<file path="src/rtl/rca_config.sv">
// Shared RCA configuration: grid geometry and the request bundle
// that the PR queue push path consumes.
package rca_config;

  localparam int NUM_GRID_SLOTS = 4;
  localparam int OU_ID_W        = 4;
  localparam int GRID_SLOT_W    = 2;

  typedef struct packed {
    logic [OU_ID_W-1:0]     ou_id;
    logic [GRID_SLOT_W-1:0] grid_slot;
  } pr_queue_inputs_t;

endpackage

</file>
<file path="src/rtl/pr_slot_scoreboard.sv">
// Per-slot outstanding-reconfiguration bits.
// Ports: set_i/set_idx_i mark busy, clr_i/clr_idx_i release, busy_o vector.
module pr_slot_scoreboard #(
  parameter int N     = 4,
  parameter int IDX_W = 2
) (
  input  logic             clk,
  input  logic             rst,
  input  logic             set_i,
  input  logic [IDX_W-1:0] set_idx_i,
  input  logic             clr_i,
  input  logic [IDX_W-1:0] clr_idx_i,
  output logic [N-1:0]     busy_o
);

  logic [N-1:0] busy_q, busy_d;

  // set is applied last so it wins on a same-index collision
  always_comb begin
    busy_d = busy_q;
    if (clr_i) busy_d[clr_idx_i] = 1'b0;
    if (set_i) busy_d[set_idx_i] = 1'b1;
  end

  always_ff @(posedge clk or posedge rst) begin
    if (rst) busy_q <= '0;
    else     busy_q <= busy_d;
  end

  assign busy_o = busy_q;

endmodule

</file>
<file path="src/rtl/pr_request_filter.sv">
// Filters profiler candidates before the PR queue: drops busy-slot,
// out-of-range and hold-off candidates, forwards the rest over valid/ready.
// Ports: cand_* in, req_* out, done_* release, slot_busy/holdoff_active/drop_count status.
module pr_request_filter
  import rca_config::*;
#(
  parameter int HOLDOFF_CYCLES = 16,
  parameter int DROP_CNT_W     = 16
) (
  input  logic                      clk,
  input  logic                      rst,
  input  logic                      cand_valid,
  output logic                      cand_ready,
  input  logic [OU_ID_W-1:0]        cand_ou_id,
  input  logic [GRID_SLOT_W-1:0]    cand_grid_slot,
  output logic                      req_valid,
  input  logic                      req_ready,
  output logic [OU_ID_W-1:0]        req_ou_id,
  output logic [GRID_SLOT_W-1:0]    req_grid_slot,
  input  logic                      done_valid,
  input  logic [GRID_SLOT_W-1:0]    done_grid_slot,
  output logic [NUM_GRID_SLOTS-1:0] slot_busy,
  output logic                      holdoff_active,
  output logic [DROP_CNT_W-1:0]     drop_count
);

  localparam int HW = (HOLDOFF_CYCLES > 0) ?
                      $clog2(HOLDOFF_CYCLES + 1) : 1;
  localparam logic [GRID_SLOT_W:0] NSLOTS =
    NUM_GRID_SLOTS[GRID_SLOT_W:0];

  typedef enum logic {IDLE, HOLDOFF} hold_state_e;

  hold_state_e             state_q, state_d;
  logic [HW-1:0]           hcnt_q, hcnt_d;
  logic                    req_valid_q, req_valid_d;
  pr_queue_inputs_t        req_q, req_d;
  logic [DROP_CNT_W-1:0]   drop_q, drop_d;
  logic [NUM_GRID_SLOTS-1:0] busy;

  logic cand_in_range;
  logic done_in_range;
  logic accept;
  logic drop;
  logic fwd;

  assign cand_ready    = !req_valid_q || req_ready;
  assign cand_in_range = {1'b0, cand_grid_slot} < NSLOTS;
  assign done_in_range = {1'b0, done_grid_slot} < NSLOTS;
  assign accept        = cand_valid && cand_ready;

  // decision uses registered busy/state only
  assign drop = accept && (!cand_in_range ||
                           state_q == HOLDOFF ||
                           busy[cand_grid_slot]);
  assign fwd  = accept && !drop;

  always_comb begin
    state_d = state_q;
    hcnt_d  = hcnt_q;
    unique case (state_q)
      IDLE: begin
        if (fwd && HOLDOFF_CYCLES > 0) begin
          state_d = HOLDOFF;
          hcnt_d  = HW'(HOLDOFF_CYCLES);
        end
      end
      HOLDOFF: begin
        if (hcnt_q == HW'(1)) begin
          state_d = IDLE;
          hcnt_d  = '0;
        end else begin
          hcnt_d = hcnt_q - HW'(1);
        end
      end
      default: begin
        state_d = IDLE;
        hcnt_d  = '0;
      end
    endcase
  end

  // a new forward may reload the register in the same cycle it drains
  always_comb begin
    req_valid_d = req_valid_q;
    req_d       = req_q;
    if (fwd) begin
      req_valid_d     = 1'b1;
      req_d.ou_id     = cand_ou_id;
      req_d.grid_slot = cand_grid_slot;
    end else if (req_ready) begin
      req_valid_d = 1'b0;
    end
  end

  always_comb begin
    drop_d = drop_q;
    if (drop && drop_q != '1) drop_d = drop_q + DROP_CNT_W'(1);
  end

  always_ff @(posedge clk or posedge rst) begin
    if (rst) begin
      state_q     <= IDLE;
      hcnt_q      <= '0;
      req_valid_q <= 1'b0;
      req_q       <= '0;
      drop_q      <= '0;
    end else begin
      state_q     <= state_d;
      hcnt_q      <= hcnt_d;
      req_valid_q <= req_valid_d;
      req_q       <= req_d;
      drop_q      <= drop_d;
    end
  end

  pr_slot_scoreboard #(
    .N     (NUM_GRID_SLOTS),
    .IDX_W (GRID_SLOT_W)
  ) u_sb (
    .clk       (clk),
    .rst       (rst),
    .set_i     (fwd),
    .set_idx_i (cand_grid_slot),
    .clr_i     (done_valid && done_in_range),
    .clr_idx_i (done_grid_slot),
    .busy_o    (busy)
  );

  assign req_valid      = req_valid_q;
  assign req_ou_id      = req_q.ou_id;
  assign req_grid_slot  = req_q.grid_slot;
  assign slot_busy      = busy;
  assign holdoff_active = (state_q == HOLDOFF);
  assign drop_count     = drop_q;

endmodule

</file>
<file path="config.mk">
export PLATFORM = sky130hd
export DESIGN_NAME = pr_request_filter
export DESIGN_NICKNAME = d
export VERILOG_FILES = /design/src/rtl/rca_config.sv /design/src/rtl/pr_slot_scoreboard.sv /design/src/rtl/pr_request_filter.sv
export SDC_FILE = /design/constraint.sdc
export NUM_CORES = 1
export LEC_CHECK = 0
export CORE_ASPECT_RATIO = 0.9
export CORE_MARGIN = 2
export CORE_UTILIZATION = 45
export CTS_BUF_LIST = sky130_fd_sc_hd__clkbuf_8
export CTS_CLUSTER_SIZE = 30
export DETAILED_ROUTE_END_ITERATION = 16
export PLACE_DENSITY = 0.83
export SLEW_MARGIN = 20
export SYNTH_ARGS = -nofsm -noshare
export SYNTH_HDL_FRONTEND = slang
export SYNTH_SLANG_ARGS = --single-unit
export TNS_END_PERCENT = 30
</file>
<file path="constraint.sdc">
create_clock -name clk -period 1.8 [get_ports clk]
set_clock_uncertainty 0.15 [all_clocks]
set_input_delay 0.36 -clock clk [delete_from_list [all_inputs] [get_ports clk]]
set_output_delay 0.36 -clock clk [all_outputs]
set_load 0.05 [all_outputs]
</file>
==> flow_metrics.env <==
export IMPL_start_kind="input port"
export IMPL_setup_ws_ps=18.2
export IMPL_cp_end_kind="flop"
export IMPL_setup_viol=0
export IMPL_slew_viol_final=0
export IMPL_design_area_mm2=0.00268
export IMPL_yosysMostFrequentCell="dfrtp_1"
export IMPL_diodes=0
export IMPL_synth_cell_types=34
export IMPL_use_met1=0.266
export IMPL_synthCells=152
export IMPL_wl_mm=4.63
export IMPL_cts_max_level=2
export IMPL_arrival_ps=1810
export IMPL_gr_usage_met3=0.0742
export IMPL_worst_slew_margin_rel=0.720
export IMPL_hold_class="input port to asynchronous set/reset pin"
export IMPL_seq_area_frac_synth=0.518
export IMPL_clk_latency_ps=290
export IMPL_swShare=0.429
export IMPL_synth_top_area_cell="dfrtp_1"
export IMPL_clockBufferDepth=2
export IMPL_drt_first_pass_iters=4
export IMPL_synth_edf_count=0
export IMPL_portBuffers=41
export IMPL_grt_pass1_vias=1603
export IMPL_p_int_w=0.00243
export IMPL_syn_area_per_cell_um2=10.5
export IMPL_yosysTopAreaCellShare=0.518
export IMPL_root_buffer="clkbuf_8"
export IMPL_avgViaCountPerCell=5.50
export IMPL_grt_max_degree=34
export IMPL_switchingPower_w=0.00183
export IMPL_placementRows=20
export IMPL_synth_nets=168
export IMPL_critPathKind="input port to flop"
export IMPL_ys_flop_type="dfrtp_1"
export IMPL_busiest_layer="met2"
export IMPL_seq_power_share=0.293
export IMPL_cp_required_ps=1830
export IMPL_boundaryPins=42
export IMPL_via_count=1495
export IMPL_drt_iter0_markers=139
export IMPL_p_clk_frac=0.169
export IMPL_tightest_slew_ps=420
export IMPL_async_flop_share=1.00
export IMPL_hold_slack_ps=308
export IMPL_grt_use_total=0.246
export IMPL_ys_ff_latch=33
export IMPL_power_density_mw_per_mm2=1590
export IMPL_cts_sinks=33
export IMPL_die_height_um=60.5
export IMPL_p_leak_nw=1.26
export IMPL_core_mm2=0.00338
export IMPL_drive_gt1_frac=0.478
export IMPL_start_util=0.472
export IMPL_maxCapViolCount=0
export IMPL_numCtsBuffers=5
export IMPL_grt_pass1_wl_mm=7.28
export IMPL_routedWlPerCell_um=17.0
export IMPL_yosys_top_cells_area="dfrtp_1 (52%), nand2_1 (6.4%), xnor2_1 (6.0%)"
export IMPL_synth_cell_area_mm2=0.00159
export IMPL_grt_overflow_total=0
export IMPL_vdd_ir_drop_max_mv=1.16
export IMPL_ant_nets=0
export IMPL_place_congestion=0.791
export IMPL_drcViolationCount=0
export IMPL_final_hold_violation_count=0
export IMPL_placed_cell_area_mm2=0.00249
export IMPL_antenna_found_initial=0
export IMPL_dp_hpwl_mm=3.17
export IMPL_yosys_warnings=0
export IMPL_areaGrowthSynthToFinish_pct=68.4
export IMPL_cts_tree="built"
export IMPL_crit_fanout=6
export IMPL_period_needed_ps=1780
export IMPL_final_nets=243
export IMPL_outcome="finished, final reports clean"
export IMPL_die_w_um=66.7
export IMPL_rsz0062_at_grt="true"
export IMPL_place_ws_ps=-487
export IMPL_synth_commonest_cells="dfrtp_1 (33), nand2_1 (27), nand3_1 (11), xnor2_1 (11)"
export IMPL_met2_usage=0.453
export IMPL_p_comb_frac=0.537
export IMPL_max_freq_mhz=561
export IMPL_die_area_mm2=0.00403
export IMPL_fin_crit_sh=0.990
export IMPL_clkSlewWorstSetupHoldPaths_ps=70
metal layers:
metal | wire length (um) | vias to the layer above
met2 | 2470 | 65
met1 | 1700 | 737
met5 | 0 | -
met3 | 286 | 20
met4 | 171 | 0
li1 | - | 673
critical path, cell delays in order:
cell and delay, ps:
dlygate4sd2_1 260, nor2b_2 170, a22o_4 290, nor3_4 290, buf_6 170, nand3_1 110, xnor2_1 140
metrics by stage:
step	util	total power, W	instances	setup TNS (ps)
2_1_floorplan	-	0.00249	152	-1060
5_1_grt	0.794	0.00447	272	-98.2
3_5_place_dp	0.738	0.00344	263	-12870
6_report	0.794	0.00426	272	0
3_3_place_gp	0.738	0.00334	263	-11290
4_1_cts	0.774	0.00421	271	-17.5
path summary, 6_finish.rpt:
path                                   startpoint              to  depth (start not counted)  slack [ps]
min in group clk                cand_grid_slot[0]  u_sb.busy_o[2]                          3         310
worst min register to register       req_ou_id[1]    req_ou_id[1]                          2         340
worst min-delay path                          rst       hcnt_q[2]                          3         310
max in group asynchronous                     rst   drop_count[0]                          3         860
worst max register to register      drop_count[1]   drop_count[0]                          7          40
worst max-delay path            cand_grid_slot[1]  drop_count[11]                          7          20
cells by family (layout without fill, tap and decap cells):
group,count (synthesis),count (layout),share of synthesized area
AOI/OAI and AO/OA,14,14,0.0652
xor gates and xnor gates,12,12,0.0659
adders and majority gates,3,3,0.0236
buffers and inverters,10,86,0.0353
DFF,33,33,0.518
muxes,8,8,0.0534
and+or+nand+nor,72,72,0.239
flip-flops by register name (all words and copies together), names as in the netlist:
name	count
holdoff_active	1
u_sb.busy_o	4
req_ou_id	4
drop_count	16
req_valid	1
req_grid_slot	2
hcnt_q	5
cells in the final DEF (no fill, tap or decap), types with 2 or more instances in the layout:
master	n
and4_1	2
inv_1	6
xnor2_1	10
a31oi_1	2
nand4_2	2
a21oi_1	2
clkdlybuf4s50_1	10
nand3_1	8
ha_1	2
o21ai_0	4
and3_1	2
clkbuf_8	6
buf_6	2
dfrtp_2	16
nor3_1	2
dfrtp_1	17
nand4_1	5
nand2b_1	5
mux2i_1	3
buf_4	40
mux2_2	4
nor2_1	4
nand3_2	2
buf_12	19
nand2_1	26
final cells by class:
class / instances / area (um^2)
Clock buffer: 6 / 82.6
Multi-Input combinational cell: 109 / 831
Timing Repair Buffer: 73 / 817
Tap cell: 44 / 55.1
Inverter: 5 / 18.8
Sequential cell: 33 / 846
Clock inverter: 2 / 33.8
Fill cell: 196 / 694
power by group through the flow:
stage / Combinational (W) / Sequential [W] / Clock, W
final: 0.00229 / 0.00125 / 0.000721
after global routing: 0.00242 / 0.00128 / 0.000766
after global placement: 0.00212 / 0.00122 / 0
after detailed placement: 0.00220 / 0.00124 / 0
after floorplan: 0.000610 / 0.00188 / 0
after CTS: 0.00224 / 0.00124 / 0.000730
timing repair:
action / in CTS / in global routing
pin swaps: 1 / 6
hold buffers: 0 / 0
gates resized for setup: 5 / 13
buffers inserted: 0 / 1
setup endpoints to repair: 31 / 19
(Power assumes the default switching activity.)
